--- config.mk ---
export PLATFORM = sky130hd
export DESIGN_NAME = bck_token_issuer
export DESIGN_NICKNAME = d
export VERILOG_FILES = /design/src/rtl/bck_pkg.sv /design/src/rtl/bck_rr_arbiter.sv /design/src/rtl/bck_token_issuer.sv
export SDC_FILE = /design/constraint.sdc
export NUM_CORES = 2
export LEC_CHECK = 0
export CAP_MARGIN = 15
export CORE_ASPECT_RATIO = 0.9
export CORE_MARGIN = 4
export CORE_UTILIZATION = 55
export DETAILED_ROUTE_END_ITERATION = 10
export DONT_BUFFER_PORTS = 1
export HOLD_SLACK_MARGIN = 0.02
export PLACE_DENSITY = 0.7
export SETUP_SLACK_MARGIN = 0.4
export SYNTH_ARGS = -nofsm -noshare
export SYNTH_HDL_FRONTEND = slang
export SYNTH_SLANG_ARGS = --single-unit
export TNS_END_PERCENT = 1
--- constraint.sdc ---
create_clock -name clk -period 6.1 [get_ports clk]
set_input_delay 0.61 -clock clk [delete_from_list [all_inputs] [get_ports clk]]
set_output_delay 0.61 -clock clk [all_outputs]
set_load 0.05 [all_outputs]
--- src/rtl/bck_pkg.sv ---
// ============================================================================
// Module   : bck_pkg
// Purpose  : Shared status encodings, context layout and slot-state encoding
//            for the SMEM backward-extension token path.
// Revision : 1.0
// ============================================================================
`default_nettype none

package bck_pkg;

    localparam int BCK_CTX_W = 138;

    // One-hot status shared with the stage-2 control register; all-zero is a bubble.
    localparam logic [5:0] F_init  = 6'b00_0001;
    localparam logic [5:0] F_run   = 6'b00_0010;
    localparam logic [5:0] F_break = 6'b00_0100;
    localparam logic [5:0] BCK_INI = 6'b00_1000;
    localparam logic [5:0] BCK_RUN = 6'b01_0000;
    localparam logic [5:0] BCK_END = 6'b10_0000;
    localparam logic [5:0] BUBBLE  = 6'b00_0000;

    localparam int PRIMARY_LSB   = 0;
    localparam int PRIMARY_MSB   = 63;
    localparam int READ_NUM_LSB  = 64;
    localparam int READ_NUM_MSB  = 73;
    localparam int FWD_SIZE_LSB  = 74;
    localparam int NEW_SIZE_LSB  = 81;
    localparam int NEW_LAST_LSB  = 88;
    localparam int CUR_WR_LSB    = 95;
    localparam int CUR_RD_LSB    = 102;
    localparam int MEM_WR_LSB    = 109;
    localparam int BCK_I_LSB     = 116;
    localparam int BCK_J_LSB     = 123;
    localparam int MIN_INTV_LSB  = 130;
    localparam int ITER_BND_BIT  = 137;

    typedef struct packed {
        logic        iteration_boundary;
        logic [6:0]  min_intv;
        logic [6:0]  backward_j;
        logic [6:0]  backward_i;
        logic [6:0]  mem_wr_addr;
        logic [6:0]  current_rd_addr;
        logic [6:0]  current_wr_addr;
        logic [6:0]  new_last_size;
        logic [6:0]  new_size;
        logic [6:0]  forward_size_n;
        logic [9:0]  read_num;
        logic [63:0] primary;
    } bck_ctx_t;

    typedef enum logic [1:0] {
        SLOT_FREE     = 2'd0,
        SLOT_INI_PEND = 2'd1,
        SLOT_WAIT     = 2'd2,
        SLOT_RUN_PEND = 2'd3
    } slot_state_e;

    function automatic logic [9:0] ctx_read_num(input logic [BCK_CTX_W-1:0] ctx);
        bck_ctx_t c;
        c = bck_ctx_t'(ctx);
        return c.read_num;
    endfunction

endpackage

`default_nettype wire

--- src/rtl/bck_rr_arbiter.sv ---
// ============================================================================
// Module   : bck_rr_arbiter
// Purpose  : Combinational round-robin pick of the first requesting slot at or
//            after the rr pointer, with wrap-around.
// Revision : 1.0
// ============================================================================
`default_nettype none

module bck_rr_arbiter #(
    parameter int NUM_SLOTS = 8,
    parameter int SLOT_W    = 3
) (
    input  logic [NUM_SLOTS-1:0] req,
    input  logic [SLOT_W-1:0]    rr,
    output logic [NUM_SLOTS-1:0] grant,
    output logic [SLOT_W-1:0]    grant_idx,
    output logic                 grant_valid
);

    logic [SLOT_W-1:0] w_idx;

    // NUM_SLOTS is a power of two, so SLOT_W-bit addition wraps for free.
    always_comb begin
        grant       = '0;
        grant_idx   = '0;
        grant_valid = 1'b0;
        w_idx       = '0;
        for (int i = 0; i < NUM_SLOTS; i++) begin
            w_idx = rr + SLOT_W'(i);
            if (!grant_valid && req[w_idx]) begin
                grant_valid  = 1'b1;
                grant_idx    = w_idx;
                grant[w_idx] = 1'b1;
            end
        end
    end

endmodule

`default_nettype wire

--- src/rtl/bck_token_issuer.sv ---
// ============================================================================
// Module   : bck_token_issuer
// Purpose  : Holds NUM_SLOTS read contexts and injects BCK_INI/BCK_RUN tokens
//            into the backward pipeline ahead of stage 2.
//            Optional macro BCK_CHECK_EN adds err_sticky and a desc watchdog.
// Revision : 1.0
// ============================================================================
`default_nettype none

module bck_token_issuer
    import bck_pkg::*;
#(
    parameter int NUM_SLOTS = 8,
    parameter int SLOT_W    = 3,
    parameter int CTX_W     = BCK_CTX_W
) (
    input  logic              clk,
    input  logic              rst,
    input  logic              stall,
    input  logic              desc_valid,
    output logic              desc_ready,
    input  logic [CTX_W-1:0]  desc_ctx,
    output logic [5:0]        tok_status,
    output logic [SLOT_W-1:0] tok_slot,
    output logic [CTX_W-1:0]  tok_ctx,
    input  logic              fb_valid,
    input  logic [SLOT_W-1:0] fb_slot,
    input  logic              fb_finish,
    input  logic [CTX_W-1:0]  fb_ctx,
    output logic              done_valid,
    output logic [9:0]        done_read_num,
`ifdef BCK_CHECK_EN
    output logic              err_sticky,
`endif
    output logic              busy
);

    slot_state_e          r_state     [NUM_SLOTS];
    slot_state_e          w_state_nxt [NUM_SLOTS];
    logic [CTX_W-1:0]     r_ctx       [NUM_SLOTS];
    logic [SLOT_W-1:0]    r_rr;

    logic [NUM_SLOTS-1:0] w_free;
    logic [NUM_SLOTS-1:0] w_pend;
    logic [NUM_SLOTS-1:0] w_grant;
    logic [SLOT_W-1:0]    w_grant_idx;
    logic                 w_grant_valid;
    logic [SLOT_W-1:0]    w_alloc_idx;
    logic                 w_alloc;
    logic                 w_issue;
    logic                 w_fb_hit;

    bck_rr_arbiter #(
        .NUM_SLOTS (NUM_SLOTS),
        .SLOT_W    (SLOT_W)
    ) u_arb (
        .req         (w_pend),
        .rr          (r_rr),
        .grant       (w_grant),
        .grant_idx   (w_grant_idx),
        .grant_valid (w_grant_valid)
    );

    // Status decode of the registered slot states; nothing here sees this cycle's updates.
    always_comb begin
        w_free = '0;
        w_pend = '0;
        for (int i = 0; i < NUM_SLOTS; i++) begin
            w_free[i] = (r_state[i] == SLOT_FREE);
            w_pend[i] = (r_state[i] == SLOT_INI_PEND) || (r_state[i] == SLOT_RUN_PEND);
        end
    end

    always_comb begin
        w_alloc_idx = '0;
        for (int i = NUM_SLOTS - 1; i >= 0; i--) begin
            if (w_free[i]) begin
                w_alloc_idx = SLOT_W'(i);
            end
        end
    end

    assign desc_ready = |w_free;
    assign busy       = ~&w_free;
    assign w_alloc    = desc_valid && desc_ready;
    assign w_issue    = !stall && w_grant_valid;
    assign w_fb_hit   = fb_valid && (r_state[fb_slot] == SLOT_WAIT);

    // Allocation, issue and feedback only ever target FREE, PEND and WAIT slots respectively.
    always_comb begin
        for (int i = 0; i < NUM_SLOTS; i++) begin
            w_state_nxt[i] = r_state[i];
            if (w_alloc && (w_alloc_idx == SLOT_W'(i))) begin
                w_state_nxt[i] = SLOT_INI_PEND;
            end
            if (w_issue && w_grant[i]) begin
                w_state_nxt[i] = SLOT_WAIT;
            end
            if (w_fb_hit && (fb_slot == SLOT_W'(i))) begin
                w_state_nxt[i] = fb_finish ? SLOT_FREE : SLOT_RUN_PEND;
            end
        end
    end

    always_ff @(posedge clk or negedge rst) begin
        if (!rst) begin
            for (int i = 0; i < NUM_SLOTS; i++) begin
                r_state[i] <= SLOT_FREE;
                r_ctx[i]   <= '0;
            end
        end else begin
            for (int i = 0; i < NUM_SLOTS; i++) begin
                r_state[i] <= w_state_nxt[i];
            end
            if (w_alloc) begin
                r_ctx[w_alloc_idx] <= desc_ctx;
            end
            if (w_fb_hit && !fb_finish) begin
                r_ctx[fb_slot] <= fb_ctx;
            end
        end
    end

    always_ff @(posedge clk or negedge rst) begin
        if (!rst) begin
            tok_status <= BUBBLE;
            tok_slot   <= '0;
            tok_ctx    <= '0;
            r_rr       <= '0;
        end else if (!stall) begin
            if (w_grant_valid) begin
                tok_status <= (r_state[w_grant_idx] == SLOT_INI_PEND) ? BCK_INI : BCK_RUN;
                tok_slot   <= w_grant_idx;
                tok_ctx    <= r_ctx[w_grant_idx];
                r_rr       <= w_grant_idx + SLOT_W'(1);
            end else begin
                tok_status <= BUBBLE;
                tok_slot   <= '0;
                tok_ctx    <= '0;
            end
        end
    end

    always_ff @(posedge clk or negedge rst) begin
        if (!rst) begin
            done_valid    <= 1'b0;
            done_read_num <= '0;
        end else begin
            done_valid <= w_fb_hit && fb_finish;
            if (w_fb_hit && fb_finish) begin
                done_read_num <= ctx_read_num(r_ctx[fb_slot]);
            end
        end
    end

`ifdef BCK_CHECK_EN
    logic [9:0] r_wdog;
    logic       w_wdog_exp;

    // Saturating count of consecutive refused offers; an offer refused while saturated trips the error.
    assign w_wdog_exp = desc_valid && !desc_ready && (r_wdog == 10'h3FF);

    always_ff @(posedge clk or negedge rst) begin
        if (!rst) begin
            r_wdog     <= '0;
            err_sticky <= 1'b0;
        end else begin
            if (!desc_valid || desc_ready) begin
                r_wdog <= '0;
            end else if (r_wdog != 10'h3FF) begin
                r_wdog <= r_wdog + 10'd1;
            end
            if ((fb_valid && !w_fb_hit) || w_wdog_exp) begin
                err_sticky <= 1'b1;
            end
        end
    end
`endif

endmodule

`default_nettype wire

# After elaboration in Yosys (flattened, before gate mapping)
# Index checks and enable logic that the tools add are counted.
# op_classes
n_addsub	8
order_cmp	21
n_eq_ne	32
mux	113
bitwise_logic	11
reduce_logical	85
# ops
op	count
1104-bit bitwise mux	2
1104-bit two-way mux	2
138-bit binary-select mux with 3-bit select	2
138-bit demux with 3-bit select	2
138-bit two-way mux	5
74-bit two-way mux	2
8-bit two-way mux	8
2-bit two-way mux	29
8-bit bitwise OR	7
3-bit two-way mux	17
1-bit logical AND	46
3-bit by 4-bit < comparator with 1-bit output (second input constant)	8
1-bit binary-select mux with 3-bit select	8
1-bit demux with 3-bit select	8
3-bit equality test (second input constant)	8
3-bit by 1-bit greater-or-equal comparator with 1-bit output (second input constant)	8
1-bit two-way mux	24
3-bit nonzero test	8
2-bit by 1-bit equality test with 1-bit output (second input constant)	9
2-bit equality test (second input constant)	9
2-bit logical NOT	8
3-bit adder (second input constant)	4
2-bit binary-select mux with 3-bit select	2
3-bit by 2-bit equality test with 1-bit output (second input constant)	4
other kinds (14)	40
# totals
register_bits	1281
output_inout_bits	160
elab_cells	292

# Logic depth before layout (Yosys ltp)
# depth
depth_word	33
mapped_depth	19
mapped_depth_nobuf	12

# Cells and area by module
# A second synthesis with hierarchy kept.
# unflattened
hier_cells	6771
hier_area_um2	68311.8
# by_module_without_submodules
module	n_inst	cells_each	area_each_um2	seq_area_each_um2
bck_token_issuer	1	6630	66975.5	31955.6
bck_rr_arbiter	1	141	1336.3	0.0

# Worst setup path after synthesis
# Ideal clock, no wire load.
# synth_path
kind	reg-to-reg
from	register r_rr[2]
to	register tok_ctx[64]
arrival_time_ns	4.120
t_required_ns	5.974
path_slack_ns	1.854
path_stages_with_launch	16
path_buffers	4
synth_period_minus_slack_ns	4.246
path_cell_list	dfrtp_1 buf_2 clkinv_1 ha_1 buf_2 mux4_2 nand2_1 nand2_1 a211o_4 o311ai_4 nand2_4 inv_4 buf_4 buf_6 mux4_2 a221o_1
# synth_via
elab_chain_cells	29
word_cells_on_any_way	58
classes_between	add/sub: 7; mux: 36; bitwise: 1; reduce/logical: 14
# synth_lines
element	line_no	text
start, declared	bck_token_issuer.sv:41	logic [SLOT_W-1:0] r_rr;
start signal, assigned	bck_token_issuer.sv:135	r_rr <= w_grant_idx + SLOT_W'(1);
parallel branches: the longest is 28 deep, another holds 3-bit by 1-bit adder with 3-bit output	-	
138-bit two-way mux (*)	bck_token_issuer.sv:131	if (w_grant_valid) begin
end signal, assigned	bck_token_issuer.sv:134	tok_ctx <= r_ctx[w_grant_idx];
end, declared	bck_token_issuer.sv:25	output logic [CTX_W-1:0] tok_ctx,
# Mark *: on every way between the ends. The select of a mux whose other input is x is not followed.
# A chain may end at the register's enable or synchronous reset.

# Worst setup path after layout
# layout_path
from	register r_rr[1]
to	register tok_ctx[63]
# The elaborated chain is that of the path after synthesis.

==> impl_metrics.json <==
{
  "netlist-cell-type-count": 77,
  "cts_tree": "built",
  "die_w_um": 377,
  "required_ps": 6750,
  "die_area_um2": 128000,
  "power.density_nw_per_um2": 697,
  "portBuffers": 0,
  "synth.avg_cell_area_um2": 10.7,
  "relSlewSlack": 0.220,
  "cts-buffers-inserted": 137,
  "slowest_delay_ps": 700,
  "vias": 50500,
  "die_h_um": 340,
  "grt_max_degree": 275,
  "wl_per_cell_um": 26.8,
  "ys_seq_elements": 1277,
  "cpMaxStageDelayCell": "dfrtp_1",
  "core_um2": 121000,
  "critPathMaxFanout": 30,
  "status": "complete, no violations",
  "ant_nets": 0,
  "skew_ps": 30.1,
  "wirelength_um": 211000,
  "seqCellArea_um2": 32000,
  "antenna_found_initial": 21,
  "layoutNonFillerInstCount": 7880,
  "timing.fmax_ghz": 0.189,
  "async_reset_ff_frac": 1.00,
  "worstPathCellList": "inv_1, ha_1, buf_4, mux2i_1, mux2i_1, o211a_1, a211oi_2, a41oi_2, o221ai_1, and2_4, buf_12, buf_12, mux4_2, a221o_1",
  "ys_warn_count": 0,
  "grt.total_usage": 0.327,
  "worstHoldPathType": "in -> reg",
  "drive_above_1_share": 0.106,
  "synth_edf_count": 0,
  "grt_pass1_wl_um": 323000,
  "vdd_ir_drop_max_mv": 0.740,
  "setup_viol": 0,
  "met3_length_um": 19900,
  "dpl.cell_count": 7190,
  "finalHoldViolCount": 0,
  "netlist_instances": 6287,
  "critPathBufInv": 4,
  "p_leak_nw": 33.1,
  "maxCapViolCount": 0,
  "ios": 445,
  "clk-insertion-delay-late_ps": 790,
  "place_area_um2": 67500,
  "dpl.hpwl_um": 113000,
  "synth_seq_area_share": 0.473,
  "slew_violations": 0,
  "routed_via_density": 6.41,
  "power.total_mw": 53.2,
  "grt_pass1_vias": 50600,
  "period_minus_slack_ps": 5290,
  "critPathKind": "reg -> reg",
  "cp-end-kind": "flop",
  "hold_slack_ps": 63.8,
  "cts.sinks": 1277,
  "setup_tns_ps": 0,
  "critPathArrivalTime_ps": 5940,
  "dr_wl_met2_um": 98300,
  "clkTransAtPathRegs_ps": 60,
  "post-route-drc-count": 0,
  "crit_path_start_kind": "flop",
  "synthFlopType": "dfrtp_1",
  "finalWeightedCongestion": 0.888,
  "syn2layout_area_growth_pct": 13.1,
  "grt_overflow_total": 0,
  "drt-met1-wl_um": 86500,
  "critPathTopFamily": "compound AO/OA/AOI/OAI gates",
  "nets": 6452,
  "initial_core_util": 0.556,
  "htree_num_levels": 4,
  "netlist_area_um2": 67500,
  "rsz0062_at_grt": "no",
  "clock-root-buffer": "clkbuf_16",
  "std_cell_rows": 121,
  "cts_setup_buffers": 0,
  "postLayoutCellArea_um2": 76400,
  "finalCritPeriodShare": 0.867,
  "n_fill_cell": 9404,
  "clockBufferDepth": 3,
  "multi_input_area_um2": 32200,
  "first_iter_violations": 5222,
  "top_layer": "met5",
  "worst_slew_pin_slew_ps": 1170,
  "drtPass1Iterations": 6
}
per-stage QoR:
stage | setup WS (ps) | util
after floorplan | 1850 | -
after global placement | 1000 | 0.556
after detailed placement | 909 | 0.556
after CTS | 866 | 0.628
after global routing | 494 | 0.629
final | 813 | 0.629
per-layer routing:
metal,global-route usage,vias to the layer above
met5,0,-
met2,0.510,2463
li1,-,22000
met3,0.0801,411
met1,0.452,25500
met4,0.110,12
path summary, 6_finish.rpt:
check,from,cells after the start,end,slack [ps]
setup / recovery,r_rr[1],14,tok_ctx[63],810
hold / removal,desc_ctx[77],2,r_ctx[215],60
setup reg to reg,r_rr[1],14,tok_ctx[63],810
hold reg to reg,r_ctx[559],2,r_ctx[559],560
max in group asynchronous,rst,5,r_ctx[296],2710
min in group asynchronous,rst,2,r_ctx[468],350
final cells by class:
class                      count  share of cell area
multi-input combinational   4210               0.421
clock buffer                 203              0.0537
clock inverter                39             0.00544
antenna                       18            0.000590
timing repair buffer         519              0.0735
tap                         1599              0.0262
inverter                      15            0.000950
sequential                  1277               0.418
state kept, by name (all words and copies together), names as in the netlist:
name / cells
done_read_num: 10
done_valid: 1
r_ctx: 1104
r_rr: 3
r_state: 16
tok_ctx: 138
tok_slot: 3
tok_status: 2
timing repair:
action                    in CTS  in global routing
resized for setup              0                  0
hold endpoints to repair    1329                 95
hold buffers                 428                  1
placed cells by master, fill, tap and decap left out, types with 8 or more instances in the layout:
cell	instances
a211oi_1	8
a21oi_1	299
a221o_1	139
a31oi_1	8
and2_1	140
buf_12	39
buf_16	8
buf_4	44
clkbuf_1	26
clkbuf_16	139
clkbuf_8	38
clkinv_2	18
dfrtp_1	1277
diode_2	18
dlygate4sd3_1	428
inv_1	13
mux2_2	8
mux2i_1	1138
mux4_2	305
nand2_1	852
nand2b_1	11
nand3_1	8
nor2_1	318
nor2b_1	8
o21ai_0	841
Yosys cell counts, drive strengths merged, types with 7 or more instances:
| cell | instances | area share |
|---|---|---|
| and2 | 145 | 0.013 |
| mux2i | 1139 | 0.17 |
| nand2b | 12 | 0.0011 |
| ha | 7 | 0.0013 |
| nor2 | 323 | 0.018 |
| clkbuf | 610 | 0.036 |
| dfrtp | 1277 | 0.47 |
| a31oi | 8 | 0.00074 |
| buf | 178 | 0.015 |
| nand2 | 859 | 0.048 |
| mux4 | 305 | 0.10 |
| mux2 | 8 | 0.0013 |
| a221o | 139 | 0.021 |
| a211oi | 9 | 0.0011 |
| inv | 14 | 0.00082 |
| o21ai | 842 | 0.062 |
| nor3 | 9 | 0.00067 |
| nor2b | 8 | 0.00074 |
| a21oi | 299 | 0.022 |
| nand3 | 8 | 0.00059 |
| o211ai | 7 | 0.00085 |
power by group:
part	leakage [nW]	switching, mW	internal [mW]
Combinational	15.3	12.9	14.8
Sequential	15.6	4.43	12.7
Clock	2.23	3.61	4.81
Total	33.1	21.0	32.3
cell families (layout without fill, tap and decap cells):
family | after synthesis | in the layout | share of synthesized area
compound gates | 1358 | 1358 | 0.116
xor+xnor | 4 | 4 | 0.000741
fa+ha+maj | 7 | 7 | 0.00130
buf+inv | 803 | 776 | 0.0523
flops | 1277 | 1277 | 0.473
mux | 1452 | 1452 | 0.272
other cells | 1 | 22 | 0.0000555
simple gates | 1385 | 1385 | 0.0849
No activity file was read; power rests on OpenSTA's default activity.
